<file path="src/rtl/softmax_pkg.sv">
// Shared constants and types for the softmax front end (Q4.12 scores, 32-element vectors).
// Includes the saturating x - max helper used on the drain path.
package softmax_pkg;

  localparam int BIT_WIDTH = 16;
  localparam int FRAC_BITS = 12;
  localparam int N_ELEMS   = 32;
  localparam int IDX_W     = $clog2(N_ELEMS);

  typedef logic signed [BIT_WIDTH-1:0] data_t;
  typedef logic [IDX_W-1:0]            idx_t;
  typedef enum logic {LOAD = 1'b0, DRAIN = 1'b1} state_t;

  localparam idx_t LAST_IDX = idx_t'(N_ELEMS - 1);

  // x <= max always holds, so the only overflow is below the most negative code.
  function automatic data_t sat_sub(input data_t x, input data_t m);
    logic signed [BIT_WIDTH:0] diff;
    diff = {x[BIT_WIDTH-1], x} - {m[BIT_WIDTH-1], m};
    if (diff[BIT_WIDTH] != diff[BIT_WIDTH-1]) begin
      return {1'b1, {(BIT_WIDTH-1){1'b0}}};
    end
    return diff[BIT_WIDTH-1:0];
  endfunction

endpackage

</file>
<file path="src/rtl/softmax_vec_buf.sv">
// Vector buffer: one synchronous write port, combinational read port, no reset on the array.
// Latency: write visible on the read port the cycle after the write edge; no backpressure.
module softmax_vec_buf
  import softmax_pkg::*;
(
  input  logic  i_clk,
  input  logic  we,
  input  idx_t  waddr,
  input  data_t wdata,
  input  idx_t  raddr,
  output data_t rdata
);

  data_t mem [N_ELEMS];

  always_ff @(posedge i_clk) begin
    if (we) begin
      mem[waddr] <= wdata;
    end
  end

  assign rdata = mem[raddr];

endmodule

</file>
<file path="src/rtl/softmax_max_subtract.sv">
// Loads a vector while tracking its max, then streams sat(x[k] - max) one per cycle.
// Latency: first output 1 cycle after last accept; o_ready low during drain, output has no stall.
module softmax_max_subtract
  import softmax_pkg::*;
(
  input  logic                 i_clk,
  input  logic                 i_rst_n,
  input  logic                 i_valid,
  input  logic [BIT_WIDTH-1:0] i_data,
  output logic                 o_ready,
  output logic                 o_valid,
  output logic [BIT_WIDTH-1:0] o_data,
  output logic                 o_last,
  output logic [BIT_WIDTH-1:0] o_max
);

  state_t state_q, state_d;
  idx_t   wr_cnt_q, wr_cnt_d;
  idx_t   rd_cnt_q, rd_cnt_d;
  data_t  run_max_q, run_max_d;
  data_t  max_q, max_d;
  data_t  data_q, data_d;
  logic   valid_q, valid_d;
  logic   last_q, last_d;

  logic   accept;
  data_t  in_data;
  data_t  rd_data;
  data_t  next_max;

  assign in_data = data_t'(i_data);
  assign accept  = i_valid && (state_q == LOAD);

  // First element seeds the max so a previous vector's value never leaks in.
  assign next_max = ((wr_cnt_q == '0) || (in_data > run_max_q)) ? in_data : run_max_q;

  softmax_vec_buf u_buf (
    .i_clk (i_clk),
    .we    (accept),
    .waddr (wr_cnt_q),
    .wdata (in_data),
    .raddr (rd_cnt_q),
    .rdata (rd_data)
  );

  always_comb begin
    state_d   = state_q;
    wr_cnt_d  = wr_cnt_q;
    rd_cnt_d  = rd_cnt_q;
    run_max_d = run_max_q;
    max_d     = max_q;
    data_d    = data_q;
    valid_d   = 1'b0;
    last_d    = 1'b0;
    case (state_q)
      LOAD: begin
        if (accept) begin
          run_max_d = next_max;
          if (wr_cnt_q == LAST_IDX) begin
            state_d  = DRAIN;
            wr_cnt_d = '0;
            max_d    = next_max;
          end else begin
            wr_cnt_d = wr_cnt_q + idx_t'(1);
          end
        end
      end
      DRAIN: begin
        valid_d = 1'b1;
        data_d  = sat_sub(rd_data, max_q);
        if (rd_cnt_q == LAST_IDX) begin
          last_d   = 1'b1;
          state_d  = LOAD;
          rd_cnt_d = '0;
        end else begin
          rd_cnt_d = rd_cnt_q + idx_t'(1);
        end
      end
      default: state_d = LOAD;
    endcase
  end

  always_ff @(posedge i_clk or negedge i_rst_n) begin
    if (!i_rst_n) begin
      state_q   <= LOAD;
      wr_cnt_q  <= '0;
      rd_cnt_q  <= '0;
      run_max_q <= '0;
      max_q     <= '0;
      data_q    <= '0;
      valid_q   <= 1'b0;
      last_q    <= 1'b0;
    end else begin
      state_q   <= state_d;
      wr_cnt_q  <= wr_cnt_d;
      rd_cnt_q  <= rd_cnt_d;
      run_max_q <= run_max_d;
      max_q     <= max_d;
      data_q    <= data_d;
      valid_q   <= valid_d;
      last_q    <= last_d;
    end
  end

  assign o_ready = (state_q == LOAD);
  assign o_valid = valid_q;
  assign o_data  = data_q;
  assign o_last  = last_q;
  assign o_max   = max_q;

endmodule

</file>
<file path="config.mk">
export PLATFORM = sky130hd
export DESIGN_NAME = softmax_max_subtract
export DESIGN_NICKNAME = d
export VERILOG_FILES = /design/src/rtl/softmax_pkg.sv /design/src/rtl/softmax_vec_buf.sv /design/src/rtl/softmax_max_subtract.sv
export SDC_FILE = /design/constraint.sdc
export NUM_CORES = 1
export LEC_CHECK = 0
export CAP_MARGIN = 20
export CORE_MARGIN = 10
export CORE_UTILIZATION = 53
export CTS_BUF_LIST = sky130_fd_sc_hd__clkbuf_16
export DETAILED_ROUTE_END_ITERATION = 7
export GPL_TIMING_DRIVEN = 0
export PLACE_DENSITY_LB_ADDON = 0.1
export SETUP_SLACK_MARGIN = 0.15
export SLEW_MARGIN = 5
export SYNTH_ARGS = -nofsm -noshare
export SYNTH_HDL_FRONTEND = slang
export SYNTH_SLANG_ARGS = --single-unit
</file>
<file path="constraint.sdc">
create_clock -name i_clk -period 6.3 [get_ports i_clk]
set_input_delay 0.63 -clock i_clk [delete_from_list [all_inputs] [get_ports i_clk]]
set_output_delay 0.63 -clock i_clk [all_outputs]
set_load 0.03 [all_outputs]
</file>
==> impl_metrics.csv <==
group,metric,value,unit
yosys,yosysWarningCount,0,
drt,drtIter0Drc,1206,
clock_network,clk_path_buf_depth,3,
power,leakagePower,8.85,nW
yosys,syn_avg_cell_area,19.8,µm²
flow_run,max-cap-violations,0,
floorplan,initial_core_util,53.9,%
timing,relSlewSlack,42.9,%
timing,rsz0062_at_grt,"false",
timing,fin_crit,5.80,ns
power,power.share.switching,25.3,%
global_routing,grt_pass1_wl,79000,µm
yosys,seq_area_frac_synth,72.3,%
finish,fin_util,62.4,%
global_routing,grt_start_max_net_pins,62,
yosys,syn_area,0.0234,mm²
drt,drc_errors,0,
yosys,ys_top_cells_by_area,"edfxtp_1 (66%), mux4_2 (15%), dfrtp_1 (6.5%)",
clock_network,cts_setup_buffers,0,
critical_path,critPathRequiredTime,6.84,ns
timing,slew_viol_final,0,
finish,n_antenna_cell,0,
power,p_int,6.84,mW
critical_path,critPathLaunchType,"flop",
clock_network,clock_sinks,573,
timing,setup_ws,0.498,ns
critical_path,worst-setup-path-type,"reg2reg",
power,p_sw,2.32,mW
drt,num_vias,11855,
floorplan,rows,76,
drt,ant_nets,0,
yosys,ys.flop_type,"edfxtp_1",
yosys,synth_compound_area_share,3.24,%
place,port_buffers,53,
yosys,async_reset_ff_share,10.6,%
global_routing,first_global_vias,12030,
timing,worstMarginPinSlew,0.857,ns
yosys,synth_fa_ha_area_share,2.28,%
yosys,synth_edf_count,512,
yosys,synth_top_family_by_area,"multiplexers",
drt,vias_per_cell,6.06,
power,ir_worst_vdd,0.000221,V
critical_path,cp-end-kind,"flop",
power,power,9.16,mW
finish,regArea,0.0169,mm²
clock_network,cts-root-buf,"clkbuf_16",
timing,setup_violations,0,
floorplan,ios,54,
clock_network,htreeDepth,2,
yosys,synth_area_leader_cell,"edfxtp_1",
timing,fmax,0.172,GHz
finish,multi_input_area,0.00614,mm²
yosys,syn_nets,1239,
global_routing,track_usage,20.4,%
global_routing,grt-ovfl-total,0,
finish,area_growth,15.8,%
place,post-place-ws,-0.481,ns
critical_path,critPathArrivalTime,6.34,ns
status,status,"finished clean",
floorplan,fp.dieH,230,µm
floorplan,die_x,230,µm
timing,final_hold_viol_count,0,
finish,filler_cell_count,3068,
yosys,synth_top_area_share,65.8,%
timing,fin_setup_tns,0,ns
power,p_per_area,338,mW/mm²
clock_network,clk_latency,0.61,ns
floorplan,dieArea,0.0529,mm²
yosys,yosys.area_share.simple,2.94,%
timing,fin_skew,0.0175,ns
finish,final_nets,1386,
place,routabilityCongestion,0.859,
drt,wl_per_cell,27.4,µm
place,dp_hpwl,36500,µm
yosys,syn_inst,1178,
clock_network,cts_tree,"built",
power,comb_power_share,14.5,%
power,p_seq_share,48.9,%
drt,drt_first_pass_iters,5,
yosys,synth.distinct_cells,62,
yosys,ys_seq_elements,573,
finish,drive_above_1_share,28.6,%
yosys,yosys.area_share.xor_xnor,0.225,%
timing,fin_crit_sh,92.1,%
power,pwr-share-clk,36.5,%
finish,fin_cells,1957,
floorplan,core,0.0434,mm²
clock_network,cts_hold_buf,0,
critical_path,cp_max_fo,10,
clock_network,path_clk_slew,0.06,ns
clock_network,cts-buffers-inserted,56,
drt,wirelength,53600,µm
place,dp_cells,1852,
hold_path,hp-class,"in2async",
global_routing,antenna_found_initial,1,
yosys,synth_mux_area_share,17.2,%
critical path, stage by stage (launching register included):
cell	delay (ns)
dfrtp_1	0.35
clkbuf_1	0.33
buf_6	0.26
buf_4	0.26
mux4_2	0.57
mux4_2	0.54
mux2_2	0.33
ha_1	0.36
nand3_1	0.11
a21boi_0	0.31
o21ai_1	0.19
a221oi_2	0.58
a41oi_1	0.18
nor2_1	0.13
ha_1	0.33
nand2b_1	0.18
clkbuf_2	0.19
or4_1	0.42
nand3_1	0.09
metrics by stage:
step	hold WS [ns]	instance area [µm²]
floorplan	0.334	23400
global placement	0.435	24600
detailed placement	0.434	25200
CTS	0.124	27100
global route	0.161	27100
finish	0.119	27100
Yosys cell counts (all sizes together) (6+ instances only):
cell	n
a31oi	16
nand2	20
inv	44
mux2	34
a21oi	14
o21ai	33
edfxtp	512
mux4	160
nor2	61
nand2b	7
nor3	7
ha	41
dfrtp	61
a21o	6
nand3	24
clkbuf	30
buf	27
path summary, 6_finish.rpt:
check | startpoint | cells past startpoint | end | slack [ns]
worst max-delay path | rd_cnt_q[0] | 18 | o_data[13] | 0.50
worst min-delay path | i_rst_n | 1 | o_data[15] | 0.12
worst max register to register | rd_cnt_q[0] | 18 | o_data[13] | 0.50
worst min register to register | state_q | 0 | o_valid | 0.44
max in group asynchronous | i_rst_n | 1 | run_max_q[0] | 5.61
min in group i_clk | state_q | 0 | o_valid | 0.44
metal layers:
| layer | routed length, µm | global-route usage, % |
|---|---|---|
| met1 | 23200 | 29.0 |
| met2 | 24100 | 30.1 |
| met4 | 1890 | 7.75 |
| met3 | 4370 | 5.17 |
| met5 | 0 | 0 |
flip-flops by register name (all words and copies together) (netlist names):
signal     flops
u_buf.mem    512
o_data        16
o_max         16
run_max_q     16
rd_cnt_q       5
wr_cnt_q       5
o_last         1
o_valid        1
state_q        1
kinds of logic after synthesis:
kind of cell               count (synthesis)
buffers and inverters                    101
AOI/OAI and AO/OA                        113
xor gates and xnor gates                   6
adders and majority gates                 42
muxes                                    197
DFF                                      573
and+or+nand+nor                          146
layout by cell type, fill, tap and decap left out, types with 16 or more instances in the layout:
| master | count |
|---|---|
| clkinv_2 | 16 |
| a31oi_1 | 16 |
| mux2_2 | 26 |
| mux4_2 | 160 |
| clkbuf_16 | 57 |
| nand3_1 | 24 |
| nor2_2 | 33 |
| inv_1 | 54 |
| ha_1 | 41 |
| clkdlybuf4s50_1 | 40 |
| edfxtp_1 | 512 |
| dfrtp_1 | 61 |
| buf_8 | 25 |
| o21ai_0 | 28 |
| buf_2 | 24 |
| nor2_1 | 28 |
| nand2_1 | 20 |
| clkbuf_1 | 25 |
power groups by stage:
stage / clock network (mW) / registers (mW) / logic, mW
3_5_place_dp: 0 / 4.56 / 1.33
3_3_place_gp: 0 / 4.56 / 1.24
4_1_cts: 3.40 / 4.48 / 1.33
2_1_floorplan: 0 / 4.54 / 0.836
6_report: 3.34 / 4.48 / 1.33
5_1_grt: 3.56 / 4.50 / 1.45
final cells by class:
| class | count | area share (%) |
|---|---|---|
| Timing Repair Buffer | 89 | 3.69 |
| Inverter | 44 | 0.610 |
| Clock inverter | 48 | 1.54 |
| Sequential cell | 573 | 62.4 |
| Clock buffer | 57 | 5.27 |
| Tap cell | 585 | 2.70 |
| Multi-Input combinational cell | 504 | 22.7 |
| Buffer | 57 | 1.04 |
what timing repair did:
item / CTS / global route
resized for setup: 13 / 6
endpoints found under the hold margin: 0 / 0
endpoints found under the setup margin: 12 / 10
No activity file was read; power rests on OpenSTA's default activity.
